[src/rtl/sdram_arbiter.sv]
// Single-owner arbiter for the SDRAM command/data pins.
// Init first, then refresh-priority grants with write/read alternation and a grant watchdog.
module sdram_arbiter #(
    parameter logic [15:0] TIMEOUT_CLK = 16'd2000
) (
    input  logic        sys_clk,
    input  logic        sys_rst,
    input  logic [3:0]  init_cmd,
    input  logic [1:0]  init_ba,
    input  logic [12:0] init_addr,
    input  logic        init_end,
    input  logic        aref_req,
    input  logic [3:0]  aref_cmd,
    input  logic [1:0]  aref_ba,
    input  logic [12:0] aref_addr,
    input  logic        aref_end,
    input  logic        wr_req,
    input  logic [3:0]  wr_cmd,
    input  logic [1:0]  wr_ba,
    input  logic [12:0] wr_sdram_addr,
    input  logic        wr_sdram_en,
    input  logic [15:0] wr_sdram_data,
    input  logic        wr_end,
    input  logic        rd_req,
    input  logic [3:0]  rd_cmd,
    input  logic [1:0]  rd_ba,
    input  logic [12:0] rd_sdram_addr,
    input  logic        rd_end,
    output logic        aref_en,
    output logic        wr_en,
    output logic        rd_en,
    output logic        sdram_cke,
    output logic        sdram_cs_n,
    output logic        sdram_ras_n,
    output logic        sdram_cas_n,
    output logic        sdram_we_n,
    output logic [1:0]  sdram_ba,
    output logic [12:0] sdram_addr,
    output logic [15:0] sdram_dq_out,
    output logic        sdram_dq_oe,
    output logic        timeout_err
);

    typedef enum logic [2:0] {
        INIT,
        ARBIT,
        AREF,
        WRITE,
        READ
    } state_t;

    state_t      state_q, state_d;
    logic        last_wr_q, last_wr_d;
    logic [15:0] cnt_q, cnt_d;
    logic        tmo_q, tmo_d;
    logic        end_hit;
    logic [3:0]  cmd;

    always_comb begin
        state_d   = state_q;
        last_wr_d = last_wr_q;
        cnt_d     = '0;
        tmo_d     = 1'b0;
        end_hit   = 1'b0;
        case (state_q)
            INIT: begin
                if (init_end) state_d = ARBIT;
            end
            ARBIT: begin
                if (aref_req) begin
                    state_d = AREF;
                end else if (wr_req && rd_req) begin
                    // on contention, grant whichever side did not go last
                    state_d   = last_wr_q ? READ : WRITE;
                    last_wr_d = ~last_wr_q;
                end else if (wr_req) begin
                    state_d   = WRITE;
                    last_wr_d = 1'b1;
                end else if (rd_req) begin
                    state_d   = READ;
                    last_wr_d = 1'b0;
                end
            end
            AREF, WRITE, READ: begin
                end_hit = (state_q == AREF  && aref_end)
                       || (state_q == WRITE && wr_end)
                       || (state_q == READ  && rd_end);
                cnt_d = cnt_q + 16'd1;
                if (end_hit) begin
                    state_d = ARBIT;
                    cnt_d   = '0;
                end else if (cnt_q == TIMEOUT_CLK - 16'd1) begin
                    state_d = ARBIT;
                    cnt_d   = '0;
                    tmo_d   = 1'b1;
                end
            end
            default: state_d = INIT;
        endcase
    end

    always_ff @(posedge sys_clk or posedge sys_rst) begin
        if (sys_rst) begin
            state_q   <= INIT;
            last_wr_q <= 1'b0;
            cnt_q     <= '0;
            tmo_q     <= 1'b0;
        end else begin
            state_q   <= state_d;
            last_wr_q <= last_wr_d;
            cnt_q     <= cnt_d;
            tmo_q     <= tmo_d;
        end
    end

    // pin mux is combinational from state so registered commands pass same cycle
    always_comb begin
        cmd        = 4'b0111;
        sdram_ba   = 2'b11;
        sdram_addr = 13'h1fff;
        case (state_q)
            INIT: begin
                cmd        = init_cmd;
                sdram_ba   = init_ba;
                sdram_addr = init_addr;
            end
            AREF: begin
                cmd        = aref_cmd;
                sdram_ba   = aref_ba;
                sdram_addr = aref_addr;
            end
            WRITE: begin
                cmd        = wr_cmd;
                sdram_ba   = wr_ba;
                sdram_addr = wr_sdram_addr;
            end
            READ: begin
                cmd        = rd_cmd;
                sdram_ba   = rd_ba;
                sdram_addr = rd_sdram_addr;
            end
            default: ;
        endcase
    end

    assign {sdram_cs_n, sdram_ras_n, sdram_cas_n, sdram_we_n} = cmd;

    assign aref_en      = (state_q == AREF);
    assign wr_en        = (state_q == WRITE);
    assign rd_en        = (state_q == READ);
    assign sdram_cke    = 1'b1;
    assign sdram_dq_oe  = (state_q == WRITE) && wr_sdram_en;
    assign sdram_dq_out = sdram_dq_oe ? wr_sdram_data : 16'h0;
    assign timeout_err  = tmo_q;

endmodule

[config.mk]
export PLATFORM = sky130hd
export DESIGN_NAME = sdram_arbiter
export DESIGN_NICKNAME = d
export VERILOG_FILES = /design/src/rtl/sdram_arbiter.sv
export SDC_FILE = /design/constraint.sdc
export NUM_CORES = 1
export LEC_CHECK = 0
export ABC_AREA = 1
export CAP_MARGIN = 20
export CORE_MARGIN = 3
export CORE_UTILIZATION = 27
export DETAILED_ROUTE_END_ITERATION = 12
export HOLD_SLACK_MARGIN = 0.15
export PLACE_DENSITY_LB_ADDON = 0.1
export SLEW_MARGIN = 20
export SYNTH_ARGS = -nofsm -noshare
export SYNTH_HDL_FRONTEND = slang
export SYNTH_SLANG_ARGS = --single-unit
[constraint.sdc]
create_clock -name sys_clk -period 3.7 [get_ports sys_clk]
set_clock_uncertainty 0.2 [all_clocks]
set_input_delay 0.555 -clock sys_clk [delete_from_list [all_inputs] [get_ports sys_clk]]
set_output_delay 0.555 -clock sys_clk [all_outputs]
set_load 0.03 [all_outputs]
==> metrics, run 1 <==
num ports 143; normalized max-slew margin 45.3%; chip height 89.5 µm; Netlist cell types 26; post-synthesis xor/xnor area fraction 2.79%; DIE WIDTH 89.5 µm; Ys Warns 0; Syn Nets 420; R2R Setup Slk 1.65 ns; Worst EP required 2.94 ns; fillers 691; Routed WL 7380 µm; clock buffer count from CTS 3; DRT Pass-1 Iters 4; Seq pwr share 13.8%; post-CTS resize count 0; sw frac 53.8%; ys flop type dfrtp_1; Final period util 90.0%; antenna cell count 0; GRT overflow 0; post-synth top area share 27.9%; Arr. time, crit path 2.58 ns; Hold Crit Endpoint cnt_q[0]; clock tree sinks 21; # H-tree levels 1; GR Util All Layers 17.2%; post-CTS setup buffers 0; R2R Path Start cnt_q[0]; share of cells above drive strength 1 4.85%; asr flop ratio synth 100%; #FFs+latches synth 21; final hold vios 0; DP HPWL 6160 µm; Int Power 0.972 mW; largest net degree at the start of global routing 22; Leakage 1.49 nW; Placer Congestion 0.846; actual slew at the worst max-slew pin 0.820 ns; core area 6570 µm²; Syn Inst Count 317; Hold Crit Class reg -> reg; CP Capture Type output pin; final hold slack 0.279 ns; adder and majority cell fraction of the synthesized area 0.665%; crit path kind reg -> out; post-synthesis compound-gate area fraction 7.78%; # nets final 558; CTS Buffer Depth 2; Setup crit start kind flip-flop; Max Cap Violations 0; FP Rows 29; Pins Over Slew Limit 0; PortBufs 141; routed vias 2,403; largest family of logic cells by synthesized area simple AND/OR/NAND/NOR gates; Area Growth Syn to Fin 81.3%; Seq/Total Area, Yosys 27.9%; post-route setup TNS 0 ns; worst-path fanout max 21; first-pass GRT wire length 10,600 µm; Clock Latency Late Sink 0.26 ns; final setup fails 0; DR iter-0 viols 66; top cells by area, synth dfrtp_1 28%, nand2_1 20%, nor2_1 10%, inv_1 8.2%, nand4_1 6.6%; antenna viol nets, final 0; Hold Path Cell Cnt 1; reg2reg path depth 8; CTS tree built; wire per inst 13.5 µm; Clk pwr share 7.1%; Syn Std Cell Area 1880 µm²; status finished clean; initial antenna violation count 0; hold_buf cts 0; reg-to-reg endpoint state_q[0]; Logic pwr share 79.1%; DR vias/cell 4.39; mux share of post-synthesis cell area 0%; largest area contributor in the netlist dfrtp_1; syn_area_per_cell 5.94 µm²; DR DRC count 0; CTS root buf clkbuf_8; RSZ-0062 raised after global routing false; Pwr per Cell Area 616 nW/µm²; Post-synth EDFFs 0; vias in the first global route 2,194; net switching power 1.13 mW; worst hold start cnt_q[0]; Max VDD drop 487 µV; die footprint 8010 µm²; Starting Density 28.7%; simple-gate share of the synthesized area 48.5%; post-layout min period 3.33 ns; Max Clk Rate 0.300 GHz; clock slew at reported path FFs 0.07 ns
[kinds of logic after synthesis]
| logic type | Yosys count |
|---|---|
| AND/OR/NAND/NOR | 208 |
| adder cells (fa/ha/maj) | 1 |
| other | 1 |
| buffers and inverters | 55 |
| flip-flops | 21 |
| AO/OA/AOI/OAI | 25 |
| XOR/XNOR | 6 |
[final cells by class]
type	instances	area, µm²	share of cell area, %
Timing Repair Buffer	143	1430	41.8
Multi-Input combinational cell	241	1130	33.1
Sequential cell	21	526	15.4
Inverter	45	169	4.95
Tap cell	93	116	3.41
Clock buffer	3	41.3	1.21
Clock inverter	1	5.00	0.147
[cells in the final DEF (no fill, tap or decap), drive strengths merged, types with 2 or more instances in the layout]
master         Yosys  routed
clkdlybuf4s50      0     141
nand2            100     100
nor2              59      59
inv               45      45
nand3             24      24
dfrtp             21      21
nand4             20      20
a21oi             16      16
xor2               5       5
nor3               5       5
a22oi              4       4
clkbuf             0       3
o21ai              2       2
buf               10       2
[power by group through the flow]
| stage | registers (mW) | logic, mW | clock network, mW |
|---|---|---|---|
| final | 0.291 | 1.66 | 0.149 |
| after global routing | 0.296 | 1.79 | 0.170 |
| after CTS | 0.291 | 1.68 | 0.159 |
| after detailed placement | 0.296 | 1.67 | 0 |
| after global placement | 0.293 | 1.68 | 0 |
| after floorplan | 0.289 | 1.00 | 0 |
[critical path: stages (launching register included)]
cell and delay (ns):
dfrtp_1 0.46, nor2_2 0.21, nand2_1 0.09, inv_1 0.52, nand2_1 0.12, nand2_1 0.09, a21oi_1 0.04, nand3_1 0.08
clkdlybuf4s50_1 0.71
[registers in the layout (all words and copies together), names as in the netlist]
signal,count
cnt_q,16
last_wr_q,1
state_q,3
timeout_err,1
[per-stage QoR]
stage	cell area [µm²]	worst slack [ns]	utilization (%)	instances	total power, mW
2_1_floorplan	1880	1.53	-	317	1.29
3_3_place_gp	3370	0.713	51.2	543	1.97
3_5_place_dp	3370	0.660	51.2	543	1.97
4_1_cts	3410	0.347	52.0	547	2.13
5_1_grt	3410	0.133	52.0	547	2.26
6_report	3410	0.369	52.0	547	2.10
[cells in the mapped netlist (2+ instances only)]
cell     number
buf_2         8
nand4_1      20
inv_2         4
xor2_1        5
nand2_2       2
nor2_2        6
o21ai_0       2
a21oi_1      15
a22oi_1       4
nor3_1        4
dfrtp_1      21
nor2_1       51
nand2_1      98
nor2_4        2
nand3_1      24
inv_1        41
[how the worst max path moves through the flow]
stage | start | end | slack (ns) | cells past startpoint
finish | state_q[0] | sdram_ba[0] | 0.37 | 8
global placement | state_q[0] | sdram_addr[11] | 0.71 | 8
global route | state_q[0] | sdram_addr[11] | 0.13 | 8
CTS | state_q[0] | sdram_ba[0] | 0.35 | 8
detailed placement | state_q[0] | sdram_ba[0] | 0.66 | 8
floorplan | state_q[2] | sdram_dq_out[10] | 1.53 | 6
[routing by layer]
metal	wire [µm]	global-route usage, %
met1	2980	20.9
met2	3790	30.3
met3	537	5.71
met4	77	2.17
met5	0	0
Note: power is estimated with default switching activity, not from simulation.
==> inputs of run 2 (changes only) <==
--- a/config.mk
+++ b/config.mk
@@ -7,8 +7,10 @@
 export LEC_CHECK = 0
 export ABC_AREA = 1
 export CAP_MARGIN = 20
+export CELL_PAD_IN_SITES_DETAIL_PLACEMENT = 2
+export CELL_PAD_IN_SITES_GLOBAL_PLACEMENT = 2
 export CORE_MARGIN = 3
-export CORE_UTILIZATION = 27
+export CORE_UTILIZATION = 16
 export DETAILED_ROUTE_END_ITERATION = 12
 export HOLD_SLACK_MARGIN = 0.15
 export PLACE_DENSITY_LB_ADDON = 0.1
==> metrics, run 2 (synthesis gave the netlist of run 1 again) <==
commonest non-fill, non-tap cell in the layout clkdlybuf4s50_1; GR Util met3 2.43%; worst-path fanout max 12; antenna cell count 0; Clk pwr share 10.3%; grt met1 use 16.9%; DRT Pass-1 Iters 4; Max Cap Violations 0; max incr delay on CP 0.70 ns; clock slew at reported path FFs 0.06 ns; Reg with most FFs cnt_q; largest net degree at the start of global routing 22; flip-flop count of the largest register after layout 16; clock tree sinks 21; GRT overflow 0; CTS root buf clkbuf_16; actual slew at the worst max-slew pin 0.845 ns; wire per inst 16.0 µm; DIE WIDTH 114 µm; hold_buf cts 0; share of cells above drive strength 1 5.04%; RSZ-0062 raised after global routing false; CP Capture Type output pin; post-CTS setup buffers 0; CTS Buffer Depth 2; Setup crit start kind flip-flop; Cells after DPL 592; DP HPWL 8110 µm; Routed WL 9560 µm; post-CTS resize count 0; Max VDD drop 268 µV; # nets final 560; Arr. time, crit path 2.45 ns; Logic pwr share 76.6%; Seq pwr share 13.1%; DR vias/cell 4.39; num ports 143; Final Util 31.5%; core area 11,200 µm²; GR Util All Layers 14.2%; Pwr per Cell Area 637 nW/µm²; DR iter-0 viols 44; Final period util 86.7%; Starting Density 16.8%; final hold vios 0; final hold slack 0.289 ns; initial antenna violation count 0; cell mode on critical path nand2_1; Int Power 1.06 mW; FP Rows 38; post-route setup TNS 0 ns; PortBufs 141; normalized max-slew margin 43.6%; status finished clean; Top Registers cnt_q: 16 flops, state_q: 3 flops; Pins Over Slew Limit 0; met2 Usage GRT 26.6%; net switching power 1.18 mW; most frequent cells in the layout 141 x clkdlybuf4s50_1, 98 x nand2_1, 51 x nor2_1, 41 x inv_1, 24 x nand3_1; first-pass GRT wire length 14,800 µm; DR DRC count 0; crit-path cells nor2_2, nand2_1, inv_1, buf_4, nand2_1, nand4_1, clkdlybuf4s50_1; Leakage 1.51 nW; # H-tree levels 1; Finished Layout Cells 596; Most Used Layer, Global Route met2; routed vias 2,617; post-layout min period 3.21 ns; Placer Congestion 0.735; Area Growth Syn to Fin 87.0%; Pwr Total 2.24 mW; sw frac 52.8%; slowest cell on the critical path clkdlybuf4s50_1; final setup fails 0; Clock Latency Late Sink 0.25 ns; Hold Crit Class reg -> reg; chip height 114 µm; die footprint 13,100 µm²; Max Clk Rate 0.312 GHz; antenna viol nets, final 0; crit path kind reg -> out; CTS tree built; vias in the first global route 2,885; Worst EP required 2.94 ns; clock buffer count from CTS 3
run 2: final timing paths:
kind | startpoint | endpoint | slack, ns | depth (start not counted)
worst max-delay path | state_q[0] | sdram_addr[1] | 0.49 | 7
worst min-delay path | cnt_q[0] | cnt_q[0] | 0.29 | 1
worst max register to register | cnt_q[0] | state_q[1] | 1.41 | 8
worst min register to register | cnt_q[0] | cnt_q[0] | 0.29 | 1
max in group asynchronous | sys_rst | state_q[1] | 2.19 | 2
min in group asynchronous | sys_rst | last_wr_q | 0.59 | 2
run 2: per-stage QoR:
step	setup WS (ns)	cell area (µm²)
final	0.491	3520
after global routing	0.317	3520
after CTS	0.445	3520
after detailed placement	0.700	3440
after global placement	0.744	3440
after floorplan	1.53	1880
run 2: worst max-delay path: cells and delay by family (launching register included):
| kind | cells | cell delay (ns) |
|---|---|---|
| buffers and inverters | 3 | 1.23 |
| and+or+nand+nor | 4 | 0.51 |
| DFF | 1 | 0.45 |
run 2: power by group through the flow:
stage / clock [mW] / sequential, mW / combinational, mW
3_3_place_gp: 0 / 0.297 / 1.73
5_1_grt: 0.251 / 0.299 / 1.87
4_1_cts: 0.239 / 0.294 / 1.76
6_report: 0.230 / 0.294 / 1.72
3_5_place_dp: 0 / 0.299 / 1.75
2_1_floorplan: 0 / 0.289 / 1.00
run 2: area by class of cell:
type | instances | area, µm²
fill | 1351 | 7650
timing repair buffer | 145 | 1440
multi-input combinational | 241 | 1130
sequential | 21 | 526
tap | 140 | 175
inverter | 45 | 169
clock buffer | 4 | 78.8
run 2: routing by layer:
layer	vias to the layer above	part of all wire, %
met3	8	5.0
met1	1246	41
met2	84	52
met5	-	0
li1	1279	-
met4	0	1.4
